`src/rtl/gan_seq_ctrl.sv`:
```
// Transaction sequencer for the combinational GAN datapath: it accepts one request,
// drives the datapath from registers, waits a fixed settle window, captures the
// datapath outputs and holds them on a valid/ready response port until they are taken.
module gan_seq_ctrl #(
    parameter int unsigned WIDTH         = 32,
    parameter int unsigned SETTLE_CYCLES = 4,
    parameter int unsigned CNT_W         = 16
) (
    input  logic                 clk,
    input  logic                 rst,
    input  logic                 req_valid,
    output logic                 req_ready,
    input  logic                 req_choice,
    input  logic [WIDTH-1:0]     req_in_1,
    input  logic [WIDTH-1:0]     req_in_2,
    output logic                 dp_choice,
    output logic [WIDTH-1:0]     dp_in_1,
    output logic [WIDTH-1:0]     dp_in_2,
    input  logic [WIDTH-1:0]     dp_disc,
    input  logic [9*WIDTH-1:0]   dp_pixels,
    output logic                 rsp_valid,
    input  logic                 rsp_ready,
    output logic                 rsp_choice,
    output logic [WIDTH-1:0]     rsp_disc,
    output logic [9*WIDTH-1:0]   rsp_pixels,
    output logic                 busy,
    output logic [CNT_W-1:0]     txn_count
);

    localparam int unsigned PIX_W = 9 * WIDTH;
    localparam int unsigned SET_W = (SETTLE_CYCLES > 1) ? $clog2(SETTLE_CYCLES) : 1;
    localparam logic [SET_W-1:0] SET_LOAD = SET_W'(SETTLE_CYCLES - 1);

    typedef enum logic [1:0] {
        S_IDLE   = 2'd0,
        S_SETTLE = 2'd1,
        S_RESP   = 2'd2
    } state_t;

    state_t             state_q,      state_d;
    logic [SET_W-1:0]   cnt_q,        cnt_d;
    logic               dp_choice_q,  dp_choice_d;
    logic [WIDTH-1:0]   dp_in_1_q,    dp_in_1_d;
    logic [WIDTH-1:0]   dp_in_2_q,    dp_in_2_d;
    logic               rsp_valid_q,  rsp_valid_d;
    logic               rsp_choice_q, rsp_choice_d;
    logic [WIDTH-1:0]   rsp_disc_q,   rsp_disc_d;
    logic [PIX_W-1:0]   rsp_pixels_q, rsp_pixels_d;
    logic [CNT_W-1:0]   txn_count_q,  txn_count_d;
    logic               req_ready_q,  req_ready_d;
    logic               busy_q,       busy_d;

    // Next-state and register-update logic; every register holds unless its state acts on it.
    always_comb begin
        state_d      = state_q;
        cnt_d        = cnt_q;
        dp_choice_d  = dp_choice_q;
        dp_in_1_d    = dp_in_1_q;
        dp_in_2_d    = dp_in_2_q;
        rsp_valid_d  = rsp_valid_q;
        rsp_choice_d = rsp_choice_q;
        rsp_disc_d   = rsp_disc_q;
        rsp_pixels_d = rsp_pixels_q;
        txn_count_d  = txn_count_q;

        unique case (state_q)
            S_IDLE: begin
                if (req_valid) begin
                    dp_choice_d = req_choice;
                    dp_in_1_d   = req_in_1;
                    dp_in_2_d   = req_in_2;
                    cnt_d       = SET_LOAD;
                    state_d     = S_SETTLE;
                end
            end
            S_SETTLE: begin
                if (cnt_q == '0) begin
                    rsp_choice_d = dp_choice_q;
                    rsp_disc_d   = dp_disc;
                    rsp_pixels_d = dp_pixels;
                    rsp_valid_d  = 1'b1;
                    state_d      = S_RESP;
                end else begin
                    cnt_d = cnt_q - SET_W'(1);
                end
            end
            S_RESP: begin
                if (rsp_ready) begin
                    rsp_valid_d = 1'b0;
                    txn_count_d = txn_count_q + CNT_W'(1);
                    state_d     = S_IDLE;
                end
            end
            default: begin
                state_d = S_IDLE;
            end
        endcase

        // Status flags are registered from the next state so they line up with state_q.
        req_ready_d = (state_d == S_IDLE);
        busy_d      = (state_d != S_IDLE);
    end

    // State and data registers with synchronous reset; req_ready comes out of reset high.
    always_ff @(posedge clk) begin
        if (rst) begin
            state_q      <= S_IDLE;
            cnt_q        <= '0;
            dp_choice_q  <= 1'b0;
            dp_in_1_q    <= '0;
            dp_in_2_q    <= '0;
            rsp_valid_q  <= 1'b0;
            rsp_choice_q <= 1'b0;
            rsp_disc_q   <= '0;
            rsp_pixels_q <= '0;
            txn_count_q  <= '0;
            req_ready_q  <= 1'b1;
            busy_q       <= 1'b0;
        end else begin
            state_q      <= state_d;
            cnt_q        <= cnt_d;
            dp_choice_q  <= dp_choice_d;
            dp_in_1_q    <= dp_in_1_d;
            dp_in_2_q    <= dp_in_2_d;
            rsp_valid_q  <= rsp_valid_d;
            rsp_choice_q <= rsp_choice_d;
            rsp_disc_q   <= rsp_disc_d;
            rsp_pixels_q <= rsp_pixels_d;
            txn_count_q  <= txn_count_d;
            req_ready_q  <= req_ready_d;
            busy_q       <= busy_d;
        end
    end

    assign req_ready  = req_ready_q;
    assign busy       = busy_q;
    assign dp_choice  = dp_choice_q;
    assign dp_in_1    = dp_in_1_q;
    assign dp_in_2    = dp_in_2_q;
    assign rsp_valid  = rsp_valid_q;
    assign rsp_choice = rsp_choice_q;
    assign rsp_disc   = rsp_disc_q;
    assign rsp_pixels = rsp_pixels_q;
    assign txn_count  = txn_count_q;

endmodule

```
`config.mk`:
```
export PLATFORM = sky130hd
export DESIGN_NAME = gan_seq_ctrl
export DESIGN_NICKNAME = d
export VERILOG_FILES = /design/src/rtl/gan_seq_ctrl.sv
export SDC_FILE = /design/constraint.sdc
export NUM_CORES = 1
export LEC_CHECK = 0
export CAP_MARGIN = 5
export CELL_PAD_IN_SITES_DETAIL_PLACEMENT = 0
export CELL_PAD_IN_SITES_GLOBAL_PLACEMENT = 1
export CORE_AREA = 2 2 305 307
export DETAILED_ROUTE_END_ITERATION = 16
export DIE_AREA = 0 0 307 309
export PLACE_DENSITY = 0.49
export SYNTH_ARGS = -nofsm -noshare
export SYNTH_HDL_FRONTEND = slang
export SYNTH_SLANG_ARGS = --single-unit
```
`constraint.sdc`:
```
create_clock -name clk -period 2.8 [get_ports clk]
set_input_delay 0.56 -clock clk [delete_from_list [all_inputs] [get_ports clk]]
set_output_delay 0.56 -clock clk [all_outputs]
set_load 0.03 [all_outputs]
```
==> summary.md <==
| Metric | Value |
|---|---|
| Status | `completed` |
| Clock group share of total power | `about 42%` |
| Kind of critical path | `reg2out` |
| Syn nets | `between 2000 and 2500` |
| Ys Warns | `0` |
| Cell variety after synth | `35` |
| Worst slack, placed | `0.2993 ns` |
| Final TNS setup | `0 ns` |
| Vias in the first global route | `15020` |
| Hold WS | `0.3778 ns` |
| Area Growth Syn to Fin | `79.35%` |
| Most frequent cells in the layout | `clkdlybuf4s50_1 (792), nand2_1 (779), dfxtp_1 (409), a21oi_1 (394), clkbuf_16 (55)` |
| Logic pwr share | `between 10% and 20%` |
| Worst path arrival time | `around 1.9 ns` |
| Critical path peak fanout | `5` |
| Total GRT Usage | `a little over an eighth` |
| Worst-margin pin slew | `0.5543 ns` |
| Main synth FF type | `dfxtp_1` |
| Final instance area | `25330 sq um` |
| Sw frac | `~28%` |
| R2R depth | `8` |
| Peak VDD IR | `0.4155 mV` |
| # fillers | `between 9000 and 10000` |
| Worst Setup End Kind | `output port` |
| Vias per cell | `between 3 and 4` |
| Lkg Pwr | `8.692 nW` |
| Global route total overflow | `0` |
| Clock Tree Buf Depth | `3` |
| Fin. Hold Viols | `0` |
| Reg2reg end | `rsp_pixels[212]$_SDFFE_PP0P_` |
| Top Ports | `794` |
| Slew HR | `a little over three fifths` |
| Fmax | `around 410 MHz` |
| Initial DRC count | `slightly above 700` |
| Layout cell share with drive strength beyond 1 | `5.089%` |
| Final Max Tran Viols | `0` |
| Sequential power share | `39.0%` |
| Commonest non-fill, non-tap cell in the layout | `clkdlybuf4s50_1` |
| Post-synthesis register bit count | `409` |
| Final WL | `approximately 66000 microns` |
| Worst Path Buf+Inv | `1` |
| Hold Buf Count CTS | `0` |
| Mapped Cells | `1797` |
| Die Wd | `around 310 microns` |
| RSZ-0062 raised after global routing | `no` |
| Cts bufs inserted | `53` |
| Sw power | `roughly 4.6 mW` |
| Netlist Area Pre-Place | `between 10000 and 15000 sq um` |
| DP Wirelength | `between 40000 and 50000 microns` |
| Die Ht | `approximately 310 microns` |
| Global-route wire length before repair | `about 95000 microns` |
| Max_cap viols | `0` |
| Count of flip-flops with a built-in enable after synthesis | `0` |
| WHS Path Cells | `2` |
| Synth Area per Inst | `7.859 sq um` |
| Final-report setup violation count | `0` |
| Die area | `~95000 sq um` |
| Worst Setup Start Kind | `flip-flop` |
| CTS tree | `built` |
| Total number of vias | `14720` |
| Crit-path max cell delay | `about 0.83 ns` |
| Pre-antenna DRT Iters | `5` |
| Avg WL per Cell | `around 17 microns` |
| Met3 GRT Util | `roughly 6.2%` |
| Final Skew | `0.01799 ns` |
| P_int | `11.67 mW` |
| Stages on worst setup path | `1` |
| FP Rows | `roughly 110` |
| Resized Gates After CTS | `0` |
| Worst r2r src | `cnt_q[0]$_SDFFE_PP0P_` |
| # nets final | `between 2000 and 3000` |
| Core Box Area | `roughly 90000 sq um` |
| Total chip power | `16.27 mW` |
| Pin count of the biggest net entering global routing | `a little under 80` |
| CTS Root Cell | `clkbuf_16` |
| Initial antenna violation count | `10` |
| Worst setup path startpoint | `txn_count[2]$_SDFFE_PP0P_` |
| Critical path's top delay family | `buffers and inverters` |
| GRT met2 Usage | `between 20 and 25%` |
| Cell Area, Placed | `23570 sq um` |
| Part of the Yosys area used for sequential elements | `approximately 58%` |
| Initial Utilization | `15.45%` |
| Placer Congestion | `between 0.7 and 0.8` |
| Post-CTS Setup Inserts | `0` |
| GRT busiest layer | `met2` |
| Residual DRC | `0` |
| Setup WS post-layout | `~0.37 ns` |
| Flop-to-flop setup slack | `0.76 ns` |
| Port Buffers | `approximately 800` |
| Clk sink count | `409` |
| Slowest cell on crit path | `clkdlybuf4s50_1` |
| CP required | `roughly 2.2 ns` |
| Async S/R FF share, synth | `0%` |
| Min cycle time layout | `2.433 ns` |
| Period utilization | `~87%` |
| Ordered list of cells on the worst path | `clkdlybuf4s50_1` |
| H-Tree Depth | `2` |
| Met1 Use GR | `12.74%` |
| Clk slew on worst S/H paths | `roughly 0.050 ns` |
| CP endpoint | `txn_count[2]` |
| Clk_lat worst skew | `just over 0.6 ns` |
| Antenna viol nets, final | `0` |
| HP Class | `in2reg` |
| Pwr per Cell Area | `approximately 640 nW/um^2` |
## cell usage after synthesis (2+ instances only)
cell type	count	area share [%]
xnor2_1	2	0.12
nor3_1	3	0.11
buf_2	16	0.57
nor2_1	18	0.48
nand3_1	4	0.14
clkbuf_1	103	2.7
mux2_2	3	0.24
a21oi_1	394	14
xor2_1	4	0.25
mux2i_1	2	0.14
dfxtp_1	409	58
or3_1	5	0.22
ha_1	2	0.18
nand4_1	3	0.13
buf_1	13	0.35
o21ai_0	8	0.28
nand2_1	781	21
a211oi_1	2	0.11
nor2b_1	3	0.13
and2_1	2	0.089
inv_1	6	0.16
## routing by layer
layer / up-vias / part of all wire (%)
met5: - / 0.061
met1: 6778 / 35
met4: 6 / 2.8
met3: 93 / 11
li1: 7296 / -
met2: 542 / 51
## power groups by stage
stage / sequential, mW / combinational (mW) / clock [mW]
3_3_place_gp: 6.47 / 3.07 / 0
2_1_floorplan: 7.11 / 0.762 / 0
4_1_cts: 6.36 / 3.09 / 7.20
5_1_grt: 6.39 / 3.25 / 7.42
3_5_place_dp: 6.48 / 3.08 / 0
6_report: 6.35 / 3.03 / 6.89
## cell families after synthesis
group           count (synthesis)  synth area share [%]
fa+ha+maj                       2                0.1772
xor+xnor                        6                0.3721
compound gates                405                 14.41
buf+inv                       139                 3.863
mux                             5                0.3810
simple gates                  831                 22.81
flops                         409                 57.98
## metrics by stage
stage               std cells  utilization, %
floorplan                1797               -
global placement         3684           25.79
detailed placement       3684           25.79
CTS                      3780           27.70
global route             3784           27.71
finish                   3785           27.72
## flip-flops by register name, indices dropped and copies added (netlist names)
name and cells:
busy 1, cnt_q 2, dp_choice 1, dp_in_1 32, dp_in_2 32, req_ready 1, rsp_choice 1, rsp_disc 32
rsp_pixels 288, rsp_valid 1, state_q 2, txn_count 16
## worst min path at each step
| stage | to | from |
|---|---|---|
| after floorplan | cnt_q[1]$_SDFFE_PP0P_ | cnt_q[1]$_SDFFE_PP0P_ |
| after global placement | rsp_pixels[49]$_SDFFE_PP0P_ | rsp_pixels[49]$_SDFFE_PP0P_ |
| after detailed placement | rsp_pixels[55]$_SDFFE_PP0P_ | rsp_pixels[55]$_SDFFE_PP0P_ |
| after CTS | txn_count[8]$_SDFFE_PP0P_ | rst |
| after global routing | rsp_pixels[9]$_SDFFE_PP0P_ | rst |
| final | rsp_pixels[9]$_SDFFE_PP0P_ | rst |
## layout make-up
| type | instances | area (sq um) | share of cell area [%] |
|---|---|---|---|
| Inverter | 6 | 22.52 | 0.08892 |
| Antenna cell | 5 | 12.51 | 0.04940 |
| Timing Repair Buffer | 834 | 8476 | 33.46 |
| Clock buffer | 83 | 1592 | 6.284 |
| Tap cell | 1186 | 1484 | 5.859 |
| Sequential cell | 409 | 8188 | 32.33 |
| Clock inverter | 13 | 151.4 | 0.5977 |
| Multi-Input combinational cell | 1249 | 5403 | 21.33 |
Note: power is estimated with default switching activity, not from simulation.
